File: src/rtl/retire_fifo.sv
// Synchronous FIFO buffering retire events until their expected record arrives.
module retire_fifo #(
  parameter int DEPTH = 4,
  parameter int WIDTH = 52
) (
  input  logic             clk,
  input  logic             reset,
  input  logic             push_i,
  input  logic             pop_i,
  input  logic [WIDTH-1:0] wdata_i,
  output logic [WIDTH-1:0] rdata_o,
  output logic             full_o,
  output logic             empty_o
);

  localparam int AW = $clog2(DEPTH);

  logic [WIDTH-1:0] mem_q [DEPTH];
  logic [AW:0]      wptr_q, wptr_d;
  logic [AW:0]      rptr_q, rptr_d;
  logic             do_push, do_pop;

  assign empty_o = (wptr_q == rptr_q);
  assign full_o  = (wptr_q[AW] != rptr_q[AW]) && (wptr_q[AW-1:0] == rptr_q[AW-1:0]);
  assign rdata_o = mem_q[rptr_q[AW-1:0]];

  // A push into a full FIFO is accepted only when the head leaves in the same cycle.
  assign do_push = push_i && (!full_o || pop_i);
  assign do_pop  = pop_i && !empty_o;

  always_comb begin
    wptr_d = wptr_q;
    rptr_d = rptr_q;
    if (do_push) wptr_d = wptr_q + 1'b1;
    if (do_pop)  rptr_d = rptr_q + 1'b1;
  end

  always_ff @(posedge clk) begin
    if (reset) begin
      wptr_q <= '0;
      rptr_q <= '0;
    end else begin
      wptr_q <= wptr_d;
      rptr_q <= rptr_d;
    end
  end

  always_ff @(posedge clk) begin
    if (do_push) mem_q[wptr_q[AW-1:0]] <= wdata_i;
  end

endmodule

File: config.mk
export PLATFORM = sky130hd
export DESIGN_NAME = retire_fifo
export DESIGN_NICKNAME = d
export VERILOG_FILES = /design/src/rtl/retire_fifo.sv
export SDC_FILE = /design/constraint.sdc
export NUM_CORES = 1
export LEC_CHECK = 0
export CORE_ASPECT_RATIO = 1.75
export CORE_MARGIN = 2
export CORE_UTILIZATION = 35
export CTS_BUF_LIST = sky130_fd_sc_hd__clkbuf_8
export DETAILED_ROUTE_END_ITERATION = 10
export SYNTH_ARGS = -nofsm -noshare
export SYNTH_HDL_FRONTEND = slang
export SYNTH_SLANG_ARGS = --single-unit
File: constraint.sdc
create_clock -name clk -period 3.6 [get_ports clk]
set_clock_uncertainty 0.15 [all_clocks]
set_input_delay 0.72 -clock clk [delete_from_list [all_inputs] [get_ports clk]]
set_output_delay 0.72 -clock clk [all_outputs]
set_load 0.02 [all_outputs]
# Word-level counts from Yosys, hierarchy flattened
# Memories as Yosys holds them, arrays and structs flattened. A register that Yosys moved wholly into a read port is not among the register bits.
# Cells that the tools add are included.
# op_classes
addsub	2
n_eq_ne	3
mux	4
reduce_logical	6
# ops
operator	count
$add A3 B1 Y3 const B	2
$mux W2	2
$eq A3 B3 Y1	1
$logic_and A1 B1 Y1	3
$eq A2 B2 Y1	1
$logic_not A1 Y1	2
$mux W1	2
$logic_or A1 B1 Y1	1
$ne A1 B1 Y1	1
# word_totals
ff_bits	6
ramBits	208
input_bits	56
output_inout_bits	54
word_cells	18
n_memories	1
# memory_table
name	depth	word_bits	rd	rd_clocked_by_memory_dff	wr	line_no	rtl
mem_q	4	52	1	1	1	18	logic [WIDTH-1:0] mem_q [DEPTH];

# Depth between registers and ports, before layout
# Gate-level depths: netlist of the first run.
# depth
depth_word	7
mapped_depth	4
ltp_nobuf	4

# Worst setup path before layout of the first run
# No wires, ideal clock.
# synth_timing
path_kind	input-to-reg
from	input push_i
to	register wptr_q[2]
setup_ns	0.128
arrival_time_ns	2.737
required_time_ns	3.322
path_slack_ns	0.585
cell_stages	3
n_path_buf	0
cell_sequence	nand2_1 a41oi_2 mux2_1
# synth_via
elab_chain_cells	1
# synth_lines
item	line_no	rtl
from (decl)	8	input logic push_i,
$logic_and A1 B1 Y1	28	assign do_push = push_i && (!full_o || pop_i);
to (signal assigned)	43	wptr_q <= wptr_d;
to (decl)	19	logic [AW:0] wptr_q, wptr_d;
# Every way passes these cells.
# A chain may end at the register's enable or synchronous reset.

==> impl_results.md, run 1 <==
* Max-cap check violation count at 0
* GRT overflow at 0
* Final Cell Area at 0.0102 mm²
* Power per cell area at 587 mW/mm²
* DRC violations left at 0
* Worst setup SP type: flop
* Post-Synth XOR/XNOR Area at 0.718%
* Nets@finish at 529
* Routed WL at ~16000 µm
* Lkg Pwr at 3.27 nW
* Vias at 3718
* Hold Path Class: reg -> reg
* Top post-synthesis cells by area: edfxtp_1 (78%), mux4_2 (15%), dfxtp_1 (2.0%)
* TNS Setup at 0 ps
* I/O pins at 110
* CTS resizes at 0
* CTS Buf Count at 29
* Multiplexer share of the synthesized area at 15.5%
* Synth Area in Simple Gates at 1.47%
* Largest net degree at the start of global routing at 33
* Worst vdd ir at 219 µV
* Compound-cell area share of the yosys netlist at 0.749%
* Required @ worst endpoint at 2730 ps
* CP max FO at 22
* Synth unique cells at 26
* Syn avg cell area at 24.5 µm²
* H-tree depth at 1
* YS warnings at 0
* CP Capture Type: output pin
* FFs w/ async S/R, synth at 0%
* WL met1 at 6040 µm
* Die Area at 0.0242 mm²
* Top-area cell type share of the netlist area at between 70% and 80%
* Fin. Hold Viols at 0
* Adder-Cell Fraction of Synth Area at 0.780%
* Number of global-route vias before repair at 4192
* Fin crit share at 92.9%
* Status: completed
* DR WL/cell at around 20 µm
* Post-CTS Hold Buffers at 0
* CTS tree: yes
* Initial DRT Pass Iterations at 4
* Largest family of logic cells by synthesized area: multiplexers
* Syn nets at slightly below 400
* Ys flop type: edfxtp_1
* Clk Tree Root Cell: clkbuf_8
* Worst EP arrival at 2470 ps
* Die Span X at 118 µm
* Initial DRC count at between 150 and 200
* Sequential cell area fraction in the yosys report at roughly four fifths
* Fraction of layout cells with a size suffix above 1 at 23.9%
* First-pass GRT wire length at 24000 µm
* Post-DRT Antenna Nets at 0
* Worst-Skew Late Latency at 540 ps
* Met2 routed WL at 8660 µm
* Crit Path Category: reg -> out
* DP Area at 0.00962 mm²
* Area growth syn-to-layout at 27.1%
* Fmax at 299 MHz
* Clk slew on worst S/H paths at roughly 70 ps
* Clock Path Buffers at 3
* Number of synthesized flops with an enable pin at 208
* Vias per std cell at 4.70
* Post-CTS Setup Inserts at 0
* Final HPWL DP at 10100 µm
* Initial antenna violation count at 1
* Highest Signal Layer: met4
* Worst slew pin tran at 553 ps
* Syn Inst Count at 327
* GRT Total Usage at 13.2%
* Most frequent cell after synthesis: edfxtp_1
* Most frequent cells after synthesis: edfxtp_1 (208), mux4_2 (52), dfxtp_1 (8)
* Synthesized area at 0.00802 mm²
* Max-slew headroom at 63.2%
* Minimum clock period at ~3300 ps
* Final setup viols at 0
* PortBufs at 109
* Top cell type by total area after synthesis: edfxtp_1
* Routability cong. at 0.760
* RSZ-0062 raised after global routing: false
* Yosys reg bits at 216
* Die Height at 204 µm
* Rows at 73
* Max Transition Viols Final at 0
* Initial core utilization at around 35%
* Met3 wire len at 765 µm
* Core area at 0.0227 mm²
* Utilization after layout at between 40 and 50%
* CTS sink cnt at 216
sequential cells by signal, indices dropped and copies added, names as in the netlist, named ones only:
name	flops
rptr_q	3
wptr_q	3
mem_q	208
power by group:
group | switching (mW) | internal, mW
Combinational | 0.632 | 0.683
Clock | 0.851 | 0.850
Sequential | 0.0612 | 2.91
worst paths after layout:
kind | start | end | slack (ps) | depth (start not counted)
worst max-delay path | flop | rdata_o[20] | 260 | 3
worst min-delay path | rptr_q[1] | flop | 410 | 2
worst max register to register | wptr_q[1] | mem_q[2][6] | 1220 | 4
worst min register to register | rptr_q[1] | flop | 410 | 2
cell families after synthesis:
group	after synthesis
AND/OR/NAND/NOR	21
multiplexers	58
AO/OA/AOI/OAI	5
XOR/XNOR	4
adder cells (fa/ha/maj)	5
buffers and inverters	18
flip-flops	216
per-stage QoR:
stage	cells	hold WS, ps	worst slack (ps)	total power [mW]
6_report	791	407	256	5.99
5_1_grt	790	445	128	6.24
4_1_cts	789	413	13.7	6.06
3_5_place_dp	736	401	567	4.35
3_3_place_gp	736	395	642	4.33
2_1_floorplan	327	363	585	3.74
layout by cell type (no fill, tap or decap), types with 2 or more instances in the layout:
cell	netlist	routed
edfxtp_1	208	208
clkdlybuf4s50_1	0	109
mux4_2	52	52
clkbuf_8	0	30
inv_1	5	18
clkinv_2	0	7
buf_4	0	7
nor2_1	6	6
buf_12	0	6
dfxtp_1	8	6
ha_1	5	5
nand2b_1	4	4
and2_2	0	3
nor2b_1	3	3
mux2_1	3	3
xnor2_2	2	2
nand2_1	2	2
mux2i_1	2	2
cell type report:
| cell class | count | area (µm²) |
|---|---|---|
| Multi-Input combinational cell | 93 | 1550 |
| Antenna cell | 1 | 2.50 |
| Tap cell | 300 | 375 |
| Inverter | 5 | 18.8 |
| Timing Repair Buffer | 123 | 1290 |
| Fill cell | 1993 | 12500 |
| Clock inverter | 23 | 126 |
| Sequential cell | 216 | 6410 |
| Clock buffer | 30 | 413 |
per-layer routing:
| layer | up-vias | GRT usage, % |
|---|---|---|
| li1 | 1664 | - |
| met1 | 1926 | 15.0 |
| met2 | 104 | 23.9 |
| met3 | 24 | 2.62 |
| met4 | 0 | 5.87 |
| met5 | - | 0 |
critical path, stage by stage, from the launching register on:
cell	delay, ps
dfxtp_4	520
buf_12	260
mux4_2	570
clkdlybuf4s50_1	570
Note: power is estimated with default switching activity, not from simulation.
==> inputs of run 2 (changes only) <==
--- a/config.mk
+++ b/config.mk
@@ -10,6 +10,7 @@
 export CORE_UTILIZATION = 35
 export CTS_BUF_LIST = sky130_fd_sc_hd__clkbuf_8
 export DETAILED_ROUTE_END_ITERATION = 10
+export GPL_TIMING_DRIVEN = 0
 export SYNTH_ARGS = -nofsm -noshare
 export SYNTH_HDL_FRONTEND = slang
 export SYNTH_SLANG_ARGS = --single-unit
==> run 2 against run 1 <==
Maximum frequency down 1.1%. Clock power down 4%. Non-clock buffer count is 1 higher. Critical endpoint is now rdata_o[35]. Largest power group unchanged.
==> impl_results.md, run 2 (synthesis gave the netlist of run 1 again) <==
* Fraction of layout cells with a size suffix above 1 at 22.7% (was 23.9%)
* Number of global-route vias before repair at 4267 (was 4192)
* Final Cell Area at 0.0101 mm² (was 0.0102 mm²)
* DRC violations left at 0 (unchanged)
* Utilization after layout at 44.5% (was 45.0%)
* Max Transition Viols Final at 0 (unchanged)
* Met2 GRT Util at 23.8% (was 23.9%)
* Initial DRT Pass Iterations at 4 (unchanged)
* Post-CTS Setup Inserts at 0 (unchanged)
* Reg2reg end: mem_q[2][38] (was mem_q[2][6])
* CP delay by family, top: buffers and inverters (unchanged)
* GRT overflow at 0 (unchanged)
* Required @ worst endpoint at 2730 ps (about the same)
* Lkg Pwr at 3.22 nW (was 3.27 nW)
* Clk Tree Root Cell: clkbuf_8 (unchanged)
* Fillers at 2050 (was 1993)
* CTS Buf Count at 31 (was 29)
* Critical-path cell list: buf_2 -> clkbuf_4 -> mux4_2 -> clkdlybuf4s50_1 (was buf_12 -> mux4_2 -> clkdlybuf4s50_1)
* Seq. cell area at 0.00641 mm² (about the same)
* Core area at 0.0227 mm² (unchanged)
* Multi-input gate area at 0.00156 mm² (was 0.00155 mm²)
* Met3 Use GR at 2.57% (was 2.62%)
* DR WL/cell at 19.4 µm (was 20.1 µm)
* Final worst-path setup slack at 219 ps (was 256 ps)
* Nets@finish at 532 (was 529)
* Status: completed (unchanged)
* Minimum clock period at 3380 ps (was 3340 ps)
* Worst setup SP type: flop (unchanged)
* Area growth syn-to-layout at 25.7% (was 27.1%)
* Pre-CTS setup slack at 384 ps (was 567 ps)
* Met1 usage at 13.9% (was 15.0%)
* First-pass GRT wire length at 23700 µm (was 24000 µm)
* Final hold slack at 427 ps (was 407 ps)
* Crit Path Category: reg -> out (unchanged)
* Max-slew headroom at 43.2% (was 63.2%)
* WP buf/inv at 3 (was 2)
* CTS tree: yes (unchanged)
* Vias at 3709 (was 3718)
* Die Span X at 118 µm (unchanged)
* Highest-count cells in the layout ignoring fill and taps: edfxtp_1 (208), clkdlybuf4s50_1 (109), mux4_2 (52), clkbuf_8 (31), inv_1 (17) (was edfxtp_1 (208), clkdlybuf4s50_1 (109), mux4_2 (52), clkbuf_8 (30), inv_1 (18))
* Clock Path Buffers at 3 (unchanged)
* Worst-Skew Late Latency at 550 ps (was 540 ps)
* Overall power at 5.86 mW (was 5.99 mW)
* Vias per std cell at 4.69 (was 4.70)
* Worst path depth at 4 (was 3)
* Hold depth at 2 (unchanged)
* CP max stage cell: clkdlybuf4s50_1 (was mux4_2)
* Die Area at 0.0242 mm² (unchanged)
* Worst EP arrival at 2510 ps (was 2470 ps)
* CP Capture Type: output pin (unchanged)
* Worst slew pin tran at 852 ps (was 553 ps)
* Initial antenna violation count at 2 (was 1)
* Post-DRT Antenna Nets at 0 (unchanged)
* Fin crit share at 93.9% (was 92.9%)
* Rows at 73 (unchanged)
* Final setup viols at 0 (unchanged)
* Gr busiest metal: met2 (unchanged)
* Post-CTS Hold Buffers at 0 (unchanged)
* Routed WL at 15300 µm (was 15900 µm)
* Most common cell after layout, fill and taps aside: edfxtp_1 (unchanged)
* Reg-to-Reg Start: wptr_q[1] (unchanged)
* GRT Total Usage at 12.9% (was 13.2%)
* RSZ-0062 raised after global routing: false (unchanged)
* CTS sink cnt at 216 (unchanged)
* Max-cap check violation count at 0 (unchanged)
* DP Area at 0.00954 mm² (was 0.00962 mm²)
* Clk slew on worst S/H paths at 60 ps (was 70 ps)
* Worst R2R Setup Slack at 1220 ps (about the same)
* Routability cong. at 0.704 (was 0.760)
* Max FFs per register at 208 (unchanged)
* Initial core utilization at 35.4% (unchanged)
* PortBufs at 109 (unchanged)
* CTS resizes at 8 (was 0)
* CP max FO at 10 (was 22)
* Fin. Hold Viols at 0 (unchanged)
* I/O pins at 110 (unchanged)
* Largest net degree at the start of global routing at 53 (was 33)
* Critical Path End: rdata_o[35] (was rdata_o[20])
* Power per cell area at 581 mW/mm² (was 587 mW/mm²)
* Die Height at 204 µm (unchanged)
* Hold Path Class: reg -> reg (unchanged)
* Initial DRC count at 233 (was 162)
* Final HPWL DP at 9320 µm (was 10100 µm)
* H-tree depth at 1 (unchanged)
* Worst R2R Path Depth at 3 (was 4)
* CP max stage delay at 600 ps (was 570 ps)
* Fmax at 296 MHz (was 299 MHz)
* Worst vdd ir at 220 µV (was 219 µV)
-- run 2: changes by cell type in the layout (fill, tap and decap cells not counted), sizes merged --
cell	previous run	this run
clkbuf	30	39
inv	18	17
buf	14	7
clkinvlp	0	2
clkinv	9	6
bufinv	1	0
-- run 2: area by class of cell --
type / count / area share, %
antenna: 1 / 0.0248
buffer: 13 / 0.757
clock buffer: 31 / 4.23
clock inverter: 20 / 0.844
inverter: 5 / 0.186
multi-input combinational: 93 / 15.4
sequential: 216 / 63.6
tap: 300 / 3.72
timing repair buffer: 111 / 11.2
-- run 2: through the flow --
step | setup TNS [ps] | std cells
floorplan | 0 | 327
global placement | -209170 | 736
detailed placement | 0 | 738
CTS | 0 | 789
global route | 0 | 790
finish | 0 | 790
-- run 2: worst min path at each step --
stage                endpoint      start
finish              wptr_q[1]  wptr_q[1]
global route        rptr_q[1]  rptr_q[1]
CTS                 wptr_q[1]  wptr_q[1]
detailed placement       flop  rptr_q[1]
global placement    rptr_q[1]  rptr_q[1]
floorplan                flop  rptr_q[1]
-- run 2: worst reg2reg max path: cells and delay by family, from the launching register on --
family / cells / cell delay, ps
and+or+nand+nor: 1 / 780
xor gates and xnor gates: 1 / 200
AOI/OAI and AO/OA: 1 / 400
DFF: 1 / 450
-- run 2: power breakdown --
group	switching, mW	internal [mW]
Clock	0.834	0.792
Combinational	0.636	0.650
Sequential	0.0356	2.91
-- run 2: layer usage --
layer / routed length, µm / vias up
li1: - / 1665
met1: 5550 / 1915
met2: 8550 / 99
met3: 720 / 28
met4: 467 / 2
met5: 13 / -
==> inputs of run 3 (changes only) <==
--- a/config.mk
+++ b/config.mk
@@ -6,11 +6,11 @@
 export NUM_CORES = 1
 export LEC_CHECK = 0
 export CORE_ASPECT_RATIO = 1.75
-export CORE_MARGIN = 2
+export CORE_MARGIN = 8
 export CORE_UTILIZATION = 35
-export CTS_BUF_LIST = sky130_fd_sc_hd__clkbuf_8
 export DETAILED_ROUTE_END_ITERATION = 10
 export GPL_TIMING_DRIVEN = 0
+export SLEW_MARGIN = 5
 export SYNTH_ARGS = -nofsm -noshare
 export SYNTH_HDL_FRONTEND = slang
 export SYNTH_SLANG_ARGS = --single-unit
==> run 3 against run 2 <==
Sequential power hardly changed. Routed wire length is 1.3% higher. Core utilization is 0.39 points higher. Critical path depth stayed put. Die area is 17% higher. Total power is 5.9% higher. Global-route usage is 1.8 points lower. Count of clock-buffer cells in the layout is 7 lower. Register-to-register slack hardly changed. Largest cell class unchanged.
==> impl_results.md, run 3 (synthesis gave the netlist of run 1 again) <==
* Minimum clock period at 3390 ps (was 3380 ps)
* Met3 Use GR at 2.51% (was 2.57%)
* Rows at 73 (unchanged)
* Worst EP arrival at 2520 ps (was 2510 ps)
* Vias at 3698 (was 3709)
* Area growth syn-to-layout at 26.8% (was 25.7%)
* CTS sink cnt at 216 (unchanged)
* Status: completed (unchanged)
* Nets@finish at 520 (was 532)
* CP max FO at 10 (unchanged)
* DRC violations left at 0 (unchanged)
* Gr busiest metal: met2 (unchanged)
* I/O pins at 110 (unchanged)
* Worst setup SP type: flop (unchanged)
* Crit Path Category: reg -> out (unchanged)
* Routability cong. at 0.702 (was 0.704)
* Lkg Pwr at 3.22 nW (about the same)
* Power per cell area at 610 mW/mm² (was 581 mW/mm²)
* GRT Total Usage at 11.1% (was 12.9%)
* Power share of the clock group at 31.9% (was 27.8%)
* Post-CTS Setup Inserts at 0 (unchanged)
* Final HPWL DP at 9890 µm (was 9320 µm)
* Worst slew pin tran at 834 ps (was 852 ps)
* Die Area at 0.0282 mm² (was 0.0242 mm²)
* Largest net degree at the start of global routing at 53 (unchanged)
* Initial DRT Pass Iterations at 4 (unchanged)
* Number of global-route vias before repair at 4195 (was 4267)
* CTS tree: yes (unchanged)
* Met1 usage at 11.8% (was 13.9%)
* Die Height at 216 µm (was 204 µm)
* Max-cap check violation count at 0 (unchanged)
* First-pass GRT wire length at 23700 µm (unchanged)
* Most common cell after layout, fill and taps aside: edfxtp_1 (unchanged)
* Die Span X at 130 µm (was 118 µm)
* Post-CTS Hold Buffers at 0 (unchanged)
* Fin crit share at 94.2% (was 93.9%)
* CTS Buf Count at 19 (was 31)
* Clk Tree Root Cell: clkbuf_16 (was clkbuf_8)
* Post-DRT Antenna Nets at 0 (unchanged)
* Final setup viols at 0 (unchanged)
* Max FFs per register at 208 (unchanged)
* Initial DRC count at 252 (was 233)
* P_int at 4.70 mW (was 4.35 mW)
* Clock Path Buffers at 3 (unchanged)
* Fillers at 2025 (was 2050)
* CP Capture Type: output pin (unchanged)
* Met2 GRT Util at 20.5% (was 23.8%)
* Fin. Hold Viols at 0 (unchanged)
* Final hold slack at 403 ps (was 427 ps)
* Core area at 0.0227 mm² (unchanged)
* DR WL/cell at 20.1 µm (was 19.4 µm)
* GRT overflow at 0 (unchanged)
* RSZ-0062 raised after global routing: false (unchanged)
* Required @ worst endpoint at 2730 ps (about the same)
* Initial antenna violation count at 2 (unchanged)
* Worst vdd ir at 230 µV (was 220 µV)
* H-tree depth at 1 (unchanged)
* TNS Setup at 0 ps (unchanged)
* Sequential power share at 47.5% (was 50.3%)
* Highest-count cells in the layout ignoring fill and taps: edfxtp_1 (208), clkdlybuf4s50_1 (109), mux4_2 (52), clkbuf_16 (19) (was edfxtp_1 (208), clkdlybuf4s50_1 (109), mux4_2 (52), clkbuf_8 (31), inv_1 (17))
* Vias per std cell at 4.79 (was 4.69)
* Fraction of layout cells with a size suffix above 1 at 21.7% (was 22.7%)
* Clk slew on worst S/H paths at 70 ps (was 60 ps)
* Switching share of power at 24.2% (was 25.7%)
* Overall power at 6.20 mW (was 5.86 mW)
* Routed WL at 15500 µm (was 15300 µm)
* NetSw at 1.50 mW (was 1.51 mW)
* PortBufs at 109 (unchanged)
* Initial core utilization at 35.4% (unchanged)
* Hold Path Class: reg -> reg (unchanged)
* Fmax at 295 MHz (was 296 MHz)
* Combinational Power Share at 20.6% (was 22.0%)
* Utilization after layout at 44.9% (was 44.5%)
* Worst-Skew Late Latency at 470 ps (was 550 ps)
* Max Transition Viols Final at 0 (unchanged)
* Max-slew headroom at 44.2% (was 43.2%)
==> run 3: cell count changes in the layout (fill, tap and decap cells not counted), sizes merged <==
cell      delta
bufinv       +2
clkbuf      -10
clkinv       +1
clkinvlp     -2
inv         -12
buf          +3
==> run 3: per-layer routing <==
metal,vias up,routed length [µm]
li1,1639,-
met1,1956,5640
met2,79,8660
met3,22,841
met4,2,352
met5,-,15
==> run 3: area by class of cell <==
| cell class | instances | area, µm² | share of cell area (%) |
|---|---|---|---|
| plain buffers | 13 | 62.6 | 0.615 |
| diodes | 1 | 2.50 | 0.0246 |
| repair buffers | 111 | 1140 | 11.2 |
| flip-flops and latches | 216 | 6410 | 63.0 |
| inverters | 5 | 18.8 | 0.185 |
| well taps | 300 | 375 | 3.69 |
| clock buffers | 24 | 514 | 5.06 |
| clock inverters | 9 | 91.3 | 0.898 |
| multi-input cells | 93 | 1560 | 15.3 |
==> run 3: power groups by stage <==
| stage | clock network, mW | registers [mW] | logic, mW |
|---|---|---|---|
| after global routing | 2.12 | 2.96 | 1.36 |
| final | 1.98 | 2.94 | 1.28 |
| after global placement | 0 | 3.00 | 1.29 |
| after detailed placement | 0 | 3.00 | 1.31 |
| after CTS | 2.03 | 2.95 | 1.32 |
| after floorplan | 0 | 2.99 | 0.743 |
==> run 3: critical path, cell delays in order, from the launching register on <==
cell             delay, ps
dfxtp_1                300
buf_2                  210
buf_2                  380
mux4_2                 590
clkdlybuf4s50_1        560
==> run 3: what timing repair did <==
action                     4_1_cts  5_1_grt
setup endpoints to repair       50        0
hold endpoints to repair         0        0
resized for setup                5        0
==> run 3: through the flow <==
| stage | cell area [µm²] | worst slack, ps | cells |
|---|---|---|---|
| 6_report | 10200 | 210 | 772 |
| 5_1_grt | 10200 | 3.84 | 771 |
| 4_1_cts | 10200 | 99.7 | 771 |
| 3_5_place_dp | 9550 | 429 | 738 |
| 3_3_place_gp | 9490 | -1160 | 736 |
| 2_1_floorplan | 8020 | 585 | 327 |
==> run 3: worst paths after layout <==
kind | startpoint | end | slack, ps | depth (start not counted)
setup / recovery | flop | rdata_o[19] | 210 | 4
hold / removal | rptr_q[1] | rptr_q[1] | 400 | 2
setup reg to reg | wptr_q[0] | mem_q[2][21] | 1230 | 3
hold reg to reg | rptr_q[1] | rptr_q[1] | 400 | 2
